**config.mk**
```make
export PLATFORM = sky130hd
export DESIGN_NAME = core_run_ctrl
export DESIGN_NICKNAME = d
export VERILOG_FILES = /design/src/rtl/core_run_ctrl.sv
export SDC_FILE = /design/constraint.sdc
export NUM_CORES = 1
export LEC_CHECK = 0
export BUFFER_PORTS_ARGS = -buffer_cell sky130_fd_sc_hd__buf_2
export CAP_MARGIN = 40
export CORE_UTILIZATION = 50
export CTS_BUF_LIST = sky130_fd_sc_hd__clkbuf_4 sky130_fd_sc_hd__clkbuf_8
export CTS_CLUSTER_SIZE = 25
export DETAILED_ROUTE_END_ITERATION = 16
export HOLD_SLACK_MARGIN = 0.12
export PLACE_DENSITY = 0.71
export SLEW_MARGIN = 20
export SYNTH_ARGS = -nofsm -noshare
export SYNTH_HDL_FRONTEND = slang
export SYNTH_SLANG_ARGS = --single-unit
```
**constraint.sdc**
```tcl
create_clock -name clk_i -period 10.9 [get_ports clk_i]
set_input_delay 1.09 -clock clk_i [delete_from_list [all_inputs] [get_ports clk_i]]
set_output_delay 1.09 -clock clk_i [all_outputs]
set_load 0.05 [all_outputs]
```
**src/rtl/core_run_ctrl.sv**
```systemverilog
// Run/step clock-enable sequencer for the MIPS core: rate prescaler, debounced step button, PC breakpoint.
// Optional breakpoint compare and BREAK state are enabled by defining CORE_BREAKPOINT_EN.
module core_run_ctrl #(
  parameter int unsigned DIV_FAST        = 100,
  parameter int unsigned DIV_MED         = 20000,
  parameter int unsigned DIV_SLOW        = 100000000,
  parameter int unsigned DEBOUNCE_CYCLES = 1000000
) (
  input  logic        clk_i,
  input  logic        rst_i,
  input  logic [2:0]  mode_i,
  input  logic        step_btn_i,
  input  logic [31:0] pc_i,
  input  logic [31:0] bp_addr_i,
  input  logic        bp_valid_i,
  output logic        core_ce_o,
  output logic [1:0]  state_o,
  output logic [31:0] ce_count_o
);

  typedef enum logic [1:0] {
    ST_STOP  = 2'b00,
    ST_RUN   = 2'b01,
    ST_STEP  = 2'b10,
    ST_BREAK = 2'b11
  } state_e;

  state_e      state_q, state_d;
  logic        core_ce_q, core_ce_d;
  logic [31:0] ce_count_q, ce_count_d;
  logic        sync1_q, sync2_q;
  logic        btn_level_q, btn_level_d;
  logic [31:0] db_cnt_q, db_cnt_d;
  logic        press_q, press_d;
  logic [31:0] div_q, div_sel;
  logic [31:0] pre_cnt_q, pre_cnt_d;
  logic        div_change, tick, bp_hit;

  // Debounced level only follows the synchronized button after an unbroken run of differing samples.
  always_comb begin
    btn_level_d = btn_level_q;
    db_cnt_d    = '0;
    press_d     = 1'b0;
    if (sync2_q != btn_level_q) begin
      if (db_cnt_q == 32'(DEBOUNCE_CYCLES - 1)) begin
        btn_level_d = sync2_q;
        press_d     = sync2_q;
      end else begin
        db_cnt_d = db_cnt_q + 32'd1;
      end
    end
  end

  // Manual mode keeps the last divider so dropping to 000 never looks like a rate change.
  always_comb begin
    div_sel = div_q;
    if (mode_i[2])      div_sel = 32'(DIV_FAST);
    else if (mode_i[1]) div_sel = 32'(DIV_MED);
    else if (mode_i[0]) div_sel = 32'(DIV_SLOW);
  end

  assign div_change = (div_sel != div_q);
  assign tick       = (state_q == ST_RUN) && !div_change && (pre_cnt_q == div_sel - 32'd1);
  assign pre_cnt_d  = ((state_q != ST_RUN) || div_change || tick) ? '0 : pre_cnt_q + 32'd1;

`ifdef CORE_BREAKPOINT_EN
  assign bp_hit = bp_valid_i && (pc_i == bp_addr_i);
`else
  logic bp_unused;
  assign bp_unused = ^{pc_i, bp_addr_i, bp_valid_i};
  assign bp_hit    = 1'b0;
`endif

  always_comb begin
    state_d   = state_q;
    core_ce_d = 1'b0;
    case (state_q)
      ST_STOP: begin
        if (mode_i != 3'b000) begin
          state_d = ST_RUN;
        end else if (press_q) begin
          state_d   = ST_STEP;
          core_ce_d = 1'b1;
        end
      end
      ST_RUN: begin
        if (mode_i == 3'b000) begin
          state_d = ST_STOP;
        end else if (tick) begin
          if (bp_hit) state_d   = ST_BREAK;
          else        core_ce_d = 1'b1;
        end
      end
      ST_STEP: state_d = ST_STOP;
      ST_BREAK: begin
        if (press_q) begin
          state_d   = ST_STEP;
          core_ce_d = 1'b1;
        end
      end
      default: state_d = ST_STOP;
    endcase
  end

  assign ce_count_d = ce_count_q + {31'd0, core_ce_d};

  always_ff @(posedge clk_i or posedge rst_i) begin
    if (rst_i) begin
      state_q     <= ST_STOP;
      core_ce_q   <= 1'b0;
      ce_count_q  <= '0;
      sync1_q     <= 1'b0;
      sync2_q     <= 1'b0;
      btn_level_q <= 1'b0;
      db_cnt_q    <= '0;
      press_q     <= 1'b0;
      div_q       <= 32'(DIV_SLOW);
      pre_cnt_q   <= '0;
    end else begin
      state_q     <= state_d;
      core_ce_q   <= core_ce_d;
      ce_count_q  <= ce_count_d;
      sync1_q     <= step_btn_i;
      sync2_q     <= sync1_q;
      btn_level_q <= btn_level_d;
      db_cnt_q    <= db_cnt_d;
      press_q     <= press_d;
      div_q       <= div_sel;
      pre_cnt_q   <= pre_cnt_d;
    end
  end

  assign core_ce_o  = core_ce_q;
  assign state_o    = state_q;
  assign ce_count_o = ce_count_q;

endmodule

```
==> impl_results.md <==
- GP Congestion: 0.934
- Measured slew at the worst slew-check pin: 0.860 ns
- Vias in the first global route: 5,682
- Most frequent cells in the layout: dfrtp_1 (123), nor2_1 (108), xor2_1 (65)
- DR vias: 6,091
- Post-CTS Hold Fix Bufs: 0
- Initial Utilization: 52.0%
- Clock sink count: 135
- Compound-Gate Fraction of Synth Area: 7.67%
- CP required: 11.23 ns
- Die area: 15,800 µm²
- Number of flops mapped to enable cells by yosys: 0
- Core Region: 14,700 µm²
- Grt met2 use: 34.3%
- Crit path cell chain: buf_2 -> buf_4 -> nor3_1 -> buf_4 -> nand2_1 -> ha_1 -> nor4b_2 -> nand4_1 -> nor4_1 -> xor2_1 -> o211ai_1 -> or4_4 -> or3_1 -> o22ai_1 -> ha_1 -> ha_1 -> inv_1 -> nor2_1 -> and3_1 -> nand2_1 -> nor2_1 -> nand4_1 -> nand2b_1 -> xnor2_1
- Mux cell area share after synthesis: 0.557%
- Library cells used by synthesis: 64
- Antenna cells: 0
- Slowest cell delay on critical path: 0.56 ns
- Layout cells sized above 1: 13.1%
- CTS buffer count: 17
- Worst r2r path cells: 18
- Routed length per instance: 16.5 µm
- Bufs on Longest Clock Path: 2
- Yosys warnings: 0
- Clk_lat worst skew: 0.45 ns
- DRC viols: 4
- Setup TNS: 0 ns
- Max Clk Rate: 0.156 GHz
- Pin count of the biggest net entering global routing: 86
- Worst hold path class: reg -> reg
- Slowest-stage cell, CP: nor4_1
- RSZ-0062 raised after global routing: no
- Overflow after GRT: 0
- Final #Nets: 926
- Synth Area in XOR/XNOR: 14.3%
- Most frequent CP cell: ha_1
- Fin util: 56.6%
- CP Buf/Inv Count: 4
- Final period util: 59.0%
- # IOs: 106
- HPWL Detailed: 12.1 mm
- FFs w/ async S/R, synth: 100%
- Initial DRT Pass Iterations: 11
- Final Hold Vio Count: 0
- Fillcell total: 1,312
- Avg Synthesized Cell Area: 9.30 µm²
- H-tree depth: 4
- Outcome: complete, but fails checks
- R2R Path Start: div_q[6]
- Commonest non-fill, non-tap cell in the layout: dfrtp_1
- Endpoint with the worst hold slack: sync2_q
- DIE HEIGHT: 126 µm
- Routed Antenna Nets: 0
- Max-slew headroom: 42.4%
- Skew final: 0.0145 ns
- CTS tree: built
- Leak: 3.53 nW
- Via density: 5.82
- Worst Setup End Kind: flip-flop
- Crit path launch type: input pin
- Setup Viol. Count Final: 0
- Largest family of logic cells by synthesized area: simple AND/OR/NAND/NOR gates
- Reg clk slew, reported paths: 0.08 ns
- Gate Count Post-Synth: 821
- Crit-path max FO: 45
- Cell Pwr Density: 118 nW/µm²
- Buffers on Ports: 40
- GR Util met3: 5.99%
- Simple-gate share of the synthesized area: 28.2%
- Die Wd: 126 µm
- Tmin final: 6.43 ns
- Worst R2R End: ce_count_o[28]
- Number of cell rows: 44
- GRT Util Overall: 23.5%
- Adder-cell share of the synthesized area: 0.819%
- Pins over their slew limit: 0
- Layout area overhead: 8.94%
- Number of antenna violations at the first check in global routing: 0
- Power Total: 978 µW
- First-pass GRT wire length: 29.1 mm
- CTS resizes: 0
- Hold_ws: 0.349 ns
- Maximum VDD drop: 0.0000723 V
- Post-Synthesis Net Count: 897
- Setup CP Type: in -> reg
- Met1 usage in global routing: 33.8%
- Hold wc startpoint: sync1_q
- Synth Register Bits: 135
- CP delay by family, top: simple AND/OR/NAND/NOR gates
- Max_cap viols: 0
- WL final: 17.2 mm
- R2R Setup Slk: 5.57 ns
- Initial drt markers: 590
- WHS Path Cells: 0
- Most used flip-flop cell after synthesis: dfrtp_1
- Sequential element share of the synthesized area: 44.4%
- Post-CTS Setup Bufs: 0
- CP Data Arrival Time: 6.76 ns
- Clock root cell: clkbuf_8
- Gr busiest metal: met2
- Post-Syn Area: 7640 µm²
- Failing checks: design-rule violations
==> worst max path at each step <==
stage,start,end,cells after the start
final,mode_i[0],ce_count_o[28],24
after global routing,mode_i[0],ce_count_o[31],22
after CTS,mode_i[0],ce_count_o[28],24
after detailed placement,mode_i[0],ce_count_o[26],24
after global placement,mode_i[0],ce_count_o[28],24
after floorplan,mode_i[1],ce_count_o[28],23
==> routing by layer <==
metal	vias up	part of all wire (%)	wire [µm]
li1	2976	-	-
met3	32	5.9	1030
met2	167	44	7570
met5	-	0	0
met1	2916	48	8290
met4	0	2.0	346
==> state kept, by name, indices dropped and copies added, names as in the netlist <==
register,cells
pre_cnt_q,32
core_ce_o,1
div_q,32
state_o,2
btn_level_q,1
ce_count_o,32
sync1_q,1
db_cnt_q,32
sync2_q,1
press_q,1
==> layout make-up <==
type,instances,area [µm²],area share [%]
Clock buffer,18,241,2.90
Clock inverter,13,124,1.49
Inverter,23,91.3,1.10
Multi-Input combinational cell,624,3950,47.4
Sequential cell,135,3390,40.8
Tap cell,184,230,2.77
Timing Repair Buffer,49,295,3.55
==> cell usage after synthesis, drive strengths merged (3+ instances only) <==
library cell / n / area (µm²)
dfrtp: 123 / 3080
nor2: 109 / 409
xor2: 65 / 569
xnor2: 60 / 526
nor4: 54 / 359
nand2: 52 / 195
nand3: 46 / 230
nor3: 34 / 170
clkbuf: 26 / 97.6
nand4: 24 / 150
inv: 23 / 86.3
a21oi: 16 / 80.1
or3: 14 / 87.6
and3: 13 / 81.3
buf: 13 / 118
o21ai: 13 / 65.1
dfstp: 12 / 315
or2: 10 / 62.6
and2: 9 / 56.3
and4: 8 / 70.1
nor2b: 8 / 50.1
a31oi: 7 / 43.8
nor4b: 7 / 88.8
nand2b: 6 / 37.5
o21a: 6 / 45.0
ha: 5 / 62.6
nor3b: 5 / 37.5
o31ai: 5 / 37.5
a2111oi: 4 / 41.3
o22ai: 4 / 25.0
o311ai: 3 / 26.3
or4: 3 / 26.3
==> logic make-up (layout without fill, tap and decap cells) <==
| kind of cell | after synthesis | after routing |
|---|---|---|
| AND/OR/NAND/NOR | 407 | 407 |
| multiplexers | 4 | 4 |
| buffers and inverters | 62 | 103 |
| AO/OA/AOI/OAI | 83 | 83 |
| XOR/XNOR | 125 | 125 |
| adder cells (fa/ha/maj) | 5 | 5 |
| flip-flops | 135 | 135 |
==> where the power goes <==
group	internal, mW	switching (mW)
logic	0.0237	0.0506
registers	0.507	0.00722
clock network	0.184	0.206
total	0.715	0.263
==> metrics by stage <==
| step | setup slack, ns | cells | instance area [µm²] |
|---|---|---|---|
| finish | 4.47 | 1046 | 8320 |
| global route | 3.94 | 1046 | 8320 |
| CTS | 4.50 | 1045 | 8290 |
| detailed placement | 4.03 | 1014 | 7930 |
| global placement | 4.07 | 1013 | 7910 |
| floorplan | 5.24 | 821 | 7640 |
Note: power is estimated with default switching activity, not from simulation.
